[src/rtl/seq1001_tx.sv]
// Serializer: each accepted load sends preamble 1,0,0,1 then DATA_W payload bits MSB first (+ optional parity).
// Latency: the first frame bit is on x right after the accept edge; done pulses on the edge after the last bit.
// Backpressure: ready is low for the whole frame, so load is ignored until the done/idle cycle.
//
// Ports:
//   clk      - single clock, rising edge
//   reset    - synchronous, active-high; wins over a simultaneous load and aborts a frame in flight
//   data_in  - DATA_W-bit payload, captured only when load && ready
//   load     - start-of-frame request
//   ready    - registered; high when a load will be taken at the next edge
//   x        - registered serial line, idle 0
//   busy     - registered; high while a frame bit is on x
//   done     - registered one-cycle completion pulse (x=0 in that cycle)
//
// Optional feature: define SEQ1001_TX_PARITY_EN to append one even-parity bit
// (XOR of the payload) after the last data bit.
module seq1001_tx #(
    parameter int DATA_W = 8
) (
    input  logic              clk,
    input  logic              reset,
    input  logic [DATA_W-1:0] data_in,
    input  logic              load,
    output logic              ready,
    output logic              x,
    output logic              busy,
    output logic              done
);

    // Bit counter indexes the bit currently on x (0..4+DATA_W); one spare count
    // keeps the parity position representable without wrapping.
    localparam int CNT_W = $clog2(DATA_W + 6);
    localparam logic [CNT_W-1:0] PRE_LAST  = CNT_W'(3);
    localparam logic [CNT_W-1:0] DATA_LAST = CNT_W'(4 + DATA_W - 1);

`ifdef SEQ1001_TX_PARITY_EN
    typedef enum logic [1:0] {
        IDLE     = 2'd0,
        PREAMBLE = 2'd1,
        DATA     = 2'd2,
        PARITY   = 2'd3
    } state_t;
`else
    typedef enum logic [1:0] {
        IDLE     = 2'd0,
        PREAMBLE = 2'd1,
        DATA     = 2'd2
    } state_t;
`endif

    state_t            state, state_nxt;
    logic [CNT_W-1:0]  cnt, cnt_nxt;
    logic [DATA_W-1:0] sr, sr_nxt;
    logic              x_nxt, busy_nxt, ready_nxt, done_nxt;
`ifdef SEQ1001_TX_PARITY_EN
    logic              par, par_nxt;
`endif

    always_ff @(posedge clk) begin
        if (reset) begin
            state <= IDLE;
            cnt   <= '0;
            sr    <= '0;
            x     <= 1'b0;
            busy  <= 1'b0;
            ready <= 1'b1;
            done  <= 1'b0;
`ifdef SEQ1001_TX_PARITY_EN
            par   <= 1'b0;
`endif
        end else begin
            state <= state_nxt;
            cnt   <= cnt_nxt;
            sr    <= sr_nxt;
            x     <= x_nxt;
            busy  <= busy_nxt;
            ready <= ready_nxt;
            done  <= done_nxt;
`ifdef SEQ1001_TX_PARITY_EN
            par   <= par_nxt;
`endif
        end
    end

    // Next-state logic computes the value each output register takes at the
    // coming edge, so x/busy/ready/done are pure flops with no path from load.
    always_comb begin
        state_nxt = state;
        cnt_nxt   = cnt;
        sr_nxt    = sr;
        x_nxt     = 1'b0;
        busy_nxt  = 1'b1;
        ready_nxt = 1'b0;
        done_nxt  = 1'b0;
`ifdef SEQ1001_TX_PARITY_EN
        par_nxt   = par;
`endif
        unique case (state)
            IDLE: begin
                busy_nxt  = 1'b0;
                ready_nxt = 1'b1;
                if (load && ready) begin
                    state_nxt = PREAMBLE;
                    cnt_nxt   = '0;
                    sr_nxt    = data_in;
                    x_nxt     = 1'b1;       // first preamble bit
                    busy_nxt  = 1'b1;
                    ready_nxt = 1'b0;
`ifdef SEQ1001_TX_PARITY_EN
                    par_nxt   = ^data_in;
`endif
                end
            end
            PREAMBLE: begin
                cnt_nxt = cnt + 1'b1;
                if (cnt == PRE_LAST) begin
                    state_nxt = DATA;
                    x_nxt     = sr[DATA_W-1];
                    sr_nxt    = sr << 1;
                end else begin
                    // Preamble 1,0,0,1: the bit following position 2 is the closing 1.
                    x_nxt = (cnt[1:0] == 2'd2);
                end
            end
            DATA: begin
                cnt_nxt = cnt + 1'b1;
                if (cnt == DATA_LAST) begin
`ifdef SEQ1001_TX_PARITY_EN
                    state_nxt = PARITY;
                    x_nxt     = par;
`else
                    state_nxt = IDLE;
                    busy_nxt  = 1'b0;
                    ready_nxt = 1'b1;
                    done_nxt  = 1'b1;
`endif
                end else begin
                    x_nxt  = sr[DATA_W-1];
                    sr_nxt = sr << 1;
                end
            end
`ifdef SEQ1001_TX_PARITY_EN
            PARITY: begin
                state_nxt = IDLE;
                busy_nxt  = 1'b0;
                ready_nxt = 1'b1;
                done_nxt  = 1'b1;
            end
`endif
            default: begin
                state_nxt = IDLE;
                busy_nxt  = 1'b0;
                ready_nxt = 1'b1;
            end
        endcase
    end

endmodule

[config.mk]
export PLATFORM = sky130hd
export DESIGN_NAME = seq1001_tx
export DESIGN_NICKNAME = d
export VERILOG_FILES = /design/src/rtl/seq1001_tx.sv
export SDC_FILE = /design/constraint.sdc
export NUM_CORES = 1
export LEC_CHECK = 0
export BUFFER_PORTS_ARGS = -buffer_cell sky130_fd_sc_hd__buf_4
export CAP_MARGIN = 20
export CORE_MARGIN = 2
export CORE_UTILIZATION = 53
export DETAILED_ROUTE_END_ITERATION = 8
export PLACE_DENSITY = 0.76
export SYNTH_ARGS = -nofsm -noshare
export SYNTH_HDL_FRONTEND = slang
export SYNTH_SLANG_ARGS = --single-unit
[constraint.sdc]
create_clock -name clk -period 2.2 [get_ports clk]
set_input_delay 0.11 -clock clk [delete_from_list [all_inputs] [get_ports clk]]
set_output_delay 0.11 -clock clk [all_outputs]
set_load 0.005 [all_outputs]
== Word-level counts from Yosys, hierarchy flattened ==
Cells that the tools add are included.
Storage, ports and cells
  flip-flop bits (word level): 18
  latch bits: 0
  RAM bits: 0
  bits in read-only memories: 0
  input bits: 11
  output and inout port bits: 4
  logic and storage cells: 46
  memories: 0
Cells by class
  add/subtract/negate cells: 1
  multipliers: 0
  divide/modulo/power cells: 0
  order comparisons: 0
  eq/ne operators: 9
  shift-type cells: 0
  muxes and demuxes: 19
  bitwise gates (word level): 1
  reduce and logical (&&, ||, !) cells: 9
Operators by type and width (number)
  $mux W8: 3
  $pmux W8 S3: 1
  $pmux W1 S3: 3
  $ne A2 B2 Y1 const B: 4
  $pmux W4 S2: 1
  $mux W1: 6
  $mux W2: 3
  $pmux W2 S3: 1
  $add A4 B1 Y4 const B: 1
  $eq A2 B2 Y1 const B: 2
  $eq A4 B2 Y1 const B: 1
  $eq A4 B4 Y1 const B: 1
  $mux W4: 1
  $reduce_and A4 Y1: 1
  $reduce_or A2 Y1: 2
  $reduce_and A3 Y1: 1
  $reduce_bool A3 Y1: 1
  $eq A2 B1 Y1 const B: 1
  $logic_not A2 Y1: 1
  $reduce_and A2 Y1: 1
  $reduce_bool A2 Y1: 1
  $logic_and A1 B1 Y1: 1
  $not A1 Y1: 1

== Logic depth before layout (Yosys ltp) ==
Gate-level depths: netlist of the first run.
  depth in word-level cells: 4
  gate-level depth with buffers: 7
  depth with buffers taken out: 6

== Least setup slack after synthesis of the first run ==
Ideal clock, no wire load.
  kind: flip-flop to flip-flop
  start: reg cnt[0]
  end: reg sr[5]
  setup time: 79 ps
  arrival time: 1863 ps
  required time: 2121 ps
  path slack: 258 ps
  cell stages (with the launch flop): 7
  buffers on the path: 1
  clock period less this slack: 1942 ps
  cells stage by stage: dfxtp_1 -> ha_1 -> or3b_4 -> a2111oi_4 -> buf_6 -> nor2_1 -> a211oi_2
Between the ends
  cells in the longest elaborated chain, start to end: 3
  elaborated cells on any way between the ends: 5
  classes of those cells: eq/ne: 4; reduce/logical: 1
Ends and longest elaborated chain
  from (decl): RTL line 52  | logic [CNT_W-1:0] cnt, cnt_nxt;
  from (signal assigned): RTL line 73  | cnt <= cnt_nxt;
  $eq A4 B4 Y1 or $eq A4 B2 Y1 (tied branches): RTL line 127, 116
  $ne A2 B2 Y1 (no source line)
  $reduce_and A4 Y1 (no source line) (*)
  to (signal assigned): RTL line 74  | sr <= sr_nxt;
  to (decl): RTL line 53  | logic [DATA_W-1:0] sr, sr_nxt;
Mark *: on every way between the ends. The rest lies on a longest branch, timed or not.
A chain may end at the register's enable or synchronous reset.

== Final worst setup path of the first run ==
  start: reg cnt[0]
  end: reg sr[2]
Same word-level chain as after synthesis.

==> results of run 1 <==
-- critical path, delay by kind of cell (launching register included) --
family                     cells  cell delay (ns)
AOI/OAI and AO/OA              2             0.55
and+or+nand+nor                2             0.50
DFF                            1             0.41
buffers and inverters          1             0.25
adders and majority gates      1             0.24
-- where the power goes --
part / switching [mW] / internal, mW / total [mW]
Sequential: 0.0631 / 0.422 / 0.485
Combinational: 0.311 / 0.282 / 0.593
Clock: 0.0916 / 0.0634 / 0.155
-- kinds of logic after synthesis --
family / Yosys count / synth area share, %
and+or+nand+nor: 31 / 18.8
AOI/OAI and AO/OA: 21 / 18.5
DFF: 18 / 39.2
muxes: 9 / 9.93
buffers and inverters: 8 / 4.08
adders and majority gates: 7 / 9.52
-- final cells by class --
type                            count  area [um2]  area share, %
Multi-Input combinational cell     68         522           49.2
Sequential cell                    18         360           34.0
Timing Repair Buffer               16         120           11.3
Clock buffer                        3        22.5           2.12
Tap cell                           17        21.3           2.00
Inverter                            4        15.0           1.42
-- cell usage in the layout (no fill, tap or decap) --
cell / n
dfxtp_1: 18
a221oi_1: 1
a21boi_0: 1
nand3_1: 4
nor4b_1: 1
buf_4: 16
o21ai_0: 2
mux2_2: 1
a2111oi_4: 1
nor2_1: 12
ha_1: 7
and4b_1: 1
a21oi_1: 6
nor2b_1: 1
nand2b_1: 1
or3_1: 1
and2_1: 1
nand3b_1: 3
a211oi_2: 2
or2_2: 1
a311oi_1: 1
or3b_4: 1
mux2i_1: 8
and2b_1: 1
inv_1: 4
clkbuf_4: 3
a211oi_1: 7
nand4b_1: 1
nand2_1: 2
-- metrics by stage --
step / util, % / hold WS, ns
6_report: 63.5 / 0.101
5_1_grt: 63.5 / 0.105
4_1_cts: 63.5 / 0.0979
3_5_place_dp: 62.2 / 0.405
3_3_place_gp: 62.2 / 0.399
2_1_floorplan: - / 0.276
-- sequential cells by signal, summed over array words and instances (netlist names) --
register / cells
ready: 1
state: 2
x: 1
done: 1
cnt: 4
busy: 1
sr: 8
-- cells in the mapped netlist (all sizes together) (2+ instances only) --
master,instances
a21oi,6
dfxtp,18
ha,7
buf,3
nand3,4
o21ai,2
nand3b,3
mux2i,8
nand2,2
nor2,12
inv,4
a211oi,9
-- path summary, 6_finish.rpt --
check,startpoint,end,slack (ns)
hold reg to reg,sr[0]$_SDFFE_PP0P_,sr[0]$_SDFFE_PP0P_,0.48
setup reg to reg,cnt[0]$_SDFFE_PP0P_,sr[2]$_SDFFE_PP0P_,0.18
hold / removal,data_in[0],sr[0]$_SDFFE_PP0P_,0.10
setup / recovery,cnt[0]$_SDFFE_PP0P_,sr[2]$_SDFFE_PP0P_,0.18
-- layer usage --
metal,vias to the layer above,wire length [um]
met5,-,0
met4,0,16
li1,369,-
met3,2,60
met2,13,816
met1,338,764
==> results.md, run 1 <==
- Design Power: between 1 and 1.5 mW
- Die area: ~2100 um2
- Setup Fix Bufs, Post-CTS: 0
- Worst hold path type: in -> reg
- Routed wire length: between 1.5 and 2 mm
- Most used DFF post-synth: dfxtp_1
- Max Freq: 494 MHz
- Die height: roughly 46 um
- R2r worst-path depth: 6
- M3 GR Usage: 4.76%
- Worst skew pair latency: ~0.28 ns
- Worst-Margin Slew: approximately 0.54 ns
- Finished Layout Cells: ~130
- Placement Rows: 15
- Max-cap violations: 0
- Drt first pass iters: 4
- RSZ-0062 raised after global routing: no
- DR WL/cell: between 10 and 15 um
- GPL Wtd Cong: between 0.7 and 0.8
- Clock sinks: 18
- Final hold vios: 0
- Global routing's busiest layer: met2
- Final nets: approximately 130
- Met1 GRT Util: 21.1%
- Pwr dens: 1160 nW/um2
- Global-route wire length before repair: around 2.7 mm
- Worst Setup Slack, final: roughly 0.18 ns
- Fill cell count: around 150
- Inst Count DP: 123
- CTS Hold Buffers Added: 0
- CP Max Fanout: 16
- Placed cell areas: approximately 1000 um2
- Initial antenna violation count: 0
- CTS tree: yes
- Synthesized area: 920 um2
- Num CTS Buffers: 3
- Hold depth: 3
- Synth area leader: dfxtp_1
- Avg Inst Size Synth: 9.78 um2
- Initial DRC Count: 10
- Post-cts sizing count: 0
- Setup-failing EPs final: 0
- Fin area: 1060 um2
- Residual DRC: 0
- Yosys reg bits: 18
- Core area: ~1700 um2
- CP Cell Sequence: ha_1, or3b_4, a2111oi_4, buf_4, nor2_1, a211oi_1
- Startpoint Class: flip-flop
- Worst vdd ir: about 590 uV
- Root Buffer: clkbuf_4
- Net Count, Synth: 112
- Vias in the first global route: approximately 640
- Fraction of registers with async set/reset: 0%
- Final slew viol count: 0
- Bufs on Longest Clock Path: 2
- Post-synth top area share: about 39%
- Vias/cell: 5.73
- WP data required: 2.40 ns
- Skew final: around 0.0051 ns
- Status: finished, final reports clean
- Area grow syn2layout: 15.4%
- Overall fraction of global-route tracks in use: between 10% and 20%
- Synth area leaders: dfxtp_1 39%, ha_1 9.5%, mux2i_1 8.7%
- GRT overflow: 0
- Final period utilization: roughly 90%
- Kind of critical path: reg -> reg
- Pre-CTS setup slack: 0.170 ns
- Yosys warning total: 0
- ANT cells: 0
- Worst slew margin: 63.9%
- Largest net degree at the start of global routing: 19
- Number of distinct library cells after synthesis: 30
- Vias post-DR: slightly above 700
- Hpwl dp: approximately 1.2 mm
- TNS Setup: 0 ns
- I/O pins: 15
- Mapped Cells: 94
- H-tree depth: 1
- Final min period: roughly 2.0 ns
- CTS clock-pin slew for the worst setup and hold paths: 0.10 ns
- M2 GR Usage: between 20% and 30%
- PortBufs: 14
- Initial core utilization: a little under three fifths
- Slowest-stage cell, CP: or3b_4
- Register area share after synthesis: 39.2%
- Crit path capture type: flip-flop
- EDFF count, synth: 0
- Number of nets still failing antenna checks after routing: 0
- Max stage delay on crit path: between 0.4 and 0.5 ns
- Share of post-route cells with drive strength above 1: between 20% and 30%
- Die W: between 40 and 50 um
- Static Leak: roughly 0.44 nW
- CP arrival: about 2.2 ns
No activity file was read; power rests on OpenSTA's default activity.
==> run 2: changes to the inputs <==
CORE_UTILIZATION = 55   (was 53)
PLACE_DENSITY = 0.78   (was 0.76)
clock period = 2.49 ns   (was 2.2 ns; I/O delays follow)
==> results.md, run 2 (synthesis results as in run 1) <==
- PortBufs: 14
- CP Max Fanout: 16
- Static Leak: between 0.4 and 0.5 nW
- Hold endpoint: sr[0]$_SDFFE_PP0P_
- Bufs on Longest Clock Path: 2
- Hpwl dp: 1.25 mm
- Worst Hold Launch: data_in[0]
- Largest net degree at the start of global routing: 19
- Vias post-DR: between 700 and 800
- Number of nets still failing antenna checks after routing: 0
- Global-route wire length before repair: just under 3 mm
- H-tree depth: 1
- Overall fraction of global-route tracks in use: 19.8%
- Final period utilization: between 80% and 90%
- Area grow syn2layout: 16.7%
- GRT overflow: 0
- Final slew viol count: 0
- CTS tree: yes
- Final min period: between 2 and 2.5 ns
- CP arrival: approximately 2.3 ns
- Die area: about 2000 um2
- Largest register FFs: 8
- Worst-Margin Slew: 0.544 ns
- Vias in the first global route: roughly 640
- Placement Rows: 14
- Fill cell count: roughly 130
- Vias/cell: around 5.7
- Initial antenna violation count: 0
- R2R Setup Slk: 0.45 ns
- Routed wire length: 1.66 mm
- Worst skew pair latency: approximately 0.3 ns
- Hold depth: 3
- Kind of critical path: reg -> reg
- Status: finished, final reports clean
- Max Freq: 490 MHz
- CTS Hold Buffers Added: 0
- Die W: approximately 45 um
- Finished Layout Cells: 126
- Inst Count DP: around 120
- ANT cells: 0
- Fin Hold WS: between 0.09 and 0.1 ns
- Initial core utilization: 59.7%
- Max-cap violations: 0
- RSZ-0062 raised after global routing: no
- Num CTS Buffers: 3
- Biggest register: sr
- GPL Wtd Cong: 0.786
- Residual DRC: 0
- Final core utilization: a little over two thirds
- Worst vdd ir: 667 uV
- DR WL/cell: roughly 13 um
- Setup-failing EPs final: 0
- Setup Fix Bufs, Post-CTS: 0
- Worst hold path type: in -> reg
- Root Buffer: clkbuf_4
- Post-cts sizing count: 0
- Drt first pass iters: 4
- R2r worst-path depth: 6
- Worst slew margin: a little under two thirds
- M3 GR Usage: roughly 7%
- Die height: 44.9 um
- TNS Setup: 0 ns
- Share of post-route cells with drive strength above 1: a little under a quarter
- Crit path capture type: flip-flop
- Pwr dens: between 1000 and 1500 nW/um2
- Reg2reg end: sr[3]$_SDFFE_PP0P_
- WP data required: around 2.7 ns
- Final nets: approximately 130
- M2 GR Usage: slightly below 30%
- Largest regs: sr: 8 flops, cnt: 4 flops, state: 2 flops
- Leading cell types in the layout, fill and taps excluded: 18 x dfxtp_1, 16 x buf_4, 12 x nor2_1, 8 x mux2i_1
- I/O pins: 15
- Commonest non-fill, non-tap cell in the layout: dfxtp_1
- Final hold vios: 0
- Startpoint Class: flip-flop
- Core area: between 1500 and 2000 um2
- Skew final: roughly 0.006 ns
- Clock sinks: 18
- Initial DRC Count: 6
- Global routing's busiest layer: met2
- Met1 GRT Util: 26.8%
- CTS clock-pin slew for the worst setup and hold paths: 0.10 ns
- Reg2reg start: cnt[0]$_SDFFE_PP0P_
run 2: changes by cell type in the layout (fill, tap and decap cells not counted):
cell	delta
clkbuf_8	+1
run 2: how the worst max path moves through the flow:
stage / endpoint / cells after the start / start / slack (ns)
after floorplan: sr[5]$_SDFFE_PP0P_ / 6 / cnt[0]$_SDFFE_PP0P_ / 0.55
after global placement: sr[3]$_SDFFE_PP0P_ / 6 / cnt[0]$_SDFFE_PP0P_ / 0.56
after detailed placement: sr[4]$_SDFFE_PP0P_ / 6 / cnt[0]$_SDFFE_PP0P_ / 0.48
after CTS: sr[3]$_SDFFE_PP0P_ / 6 / cnt[0]$_SDFFE_PP0P_ / 0.45
after global routing: sr[3]$_SDFFE_PP0P_ / 6 / cnt[0]$_SDFFE_PP0P_ / 0.29
final: sr[3]$_SDFFE_PP0P_ / 6 / cnt[0]$_SDFFE_PP0P_ / 0.45
run 2: layer usage:
| layer | vias up | wire, um |
|---|---|---|
| li1 | 374 | - |
| met1 | 321 | 818 |
| met2 | 14 | 730 |
| met3 | 3 | 94 |
| met4 | 0 | 17 |
| met5 | - | 0 |
run 2: worst max-delay path: stages (launching register included):
cell	delay (ns)
dfxtp_1	0.40
ha_1	0.24
or3b_4	0.43
a2111oi_4	0.35
buf_4	0.26
nor2_1	0.06
a211oi_1	0.22
run 2: cell type report:
class	count	area [um2]	share of cell area, %
multi-input combinational	68	522	48.6
inverter	4	15.0	1.40
tap	16	20.0	1.86
sequential	18	360	33.6
timing repair buffer	16	120	11.2
clock buffer	4	36.3	3.38
run 2: where the power goes:
part           total (mW)  internal (mW)  leakage [nW]  switching (mW)
logic               0.524          0.249         0.277           0.275
registers           0.427          0.373         0.148          0.0543
clock network       0.183         0.0894        0.0210          0.0934
run 2: metrics by stage:
step	worst slack [ns]	power [mW]	area, um2
floorplan	0.548	0.833	920
finish	0.450	1.13	1070
global route	0.287	1.23	1070
global placement	0.560	0.940	1040
detailed placement	0.483	0.961	1040
CTS	0.454	1.15	1070
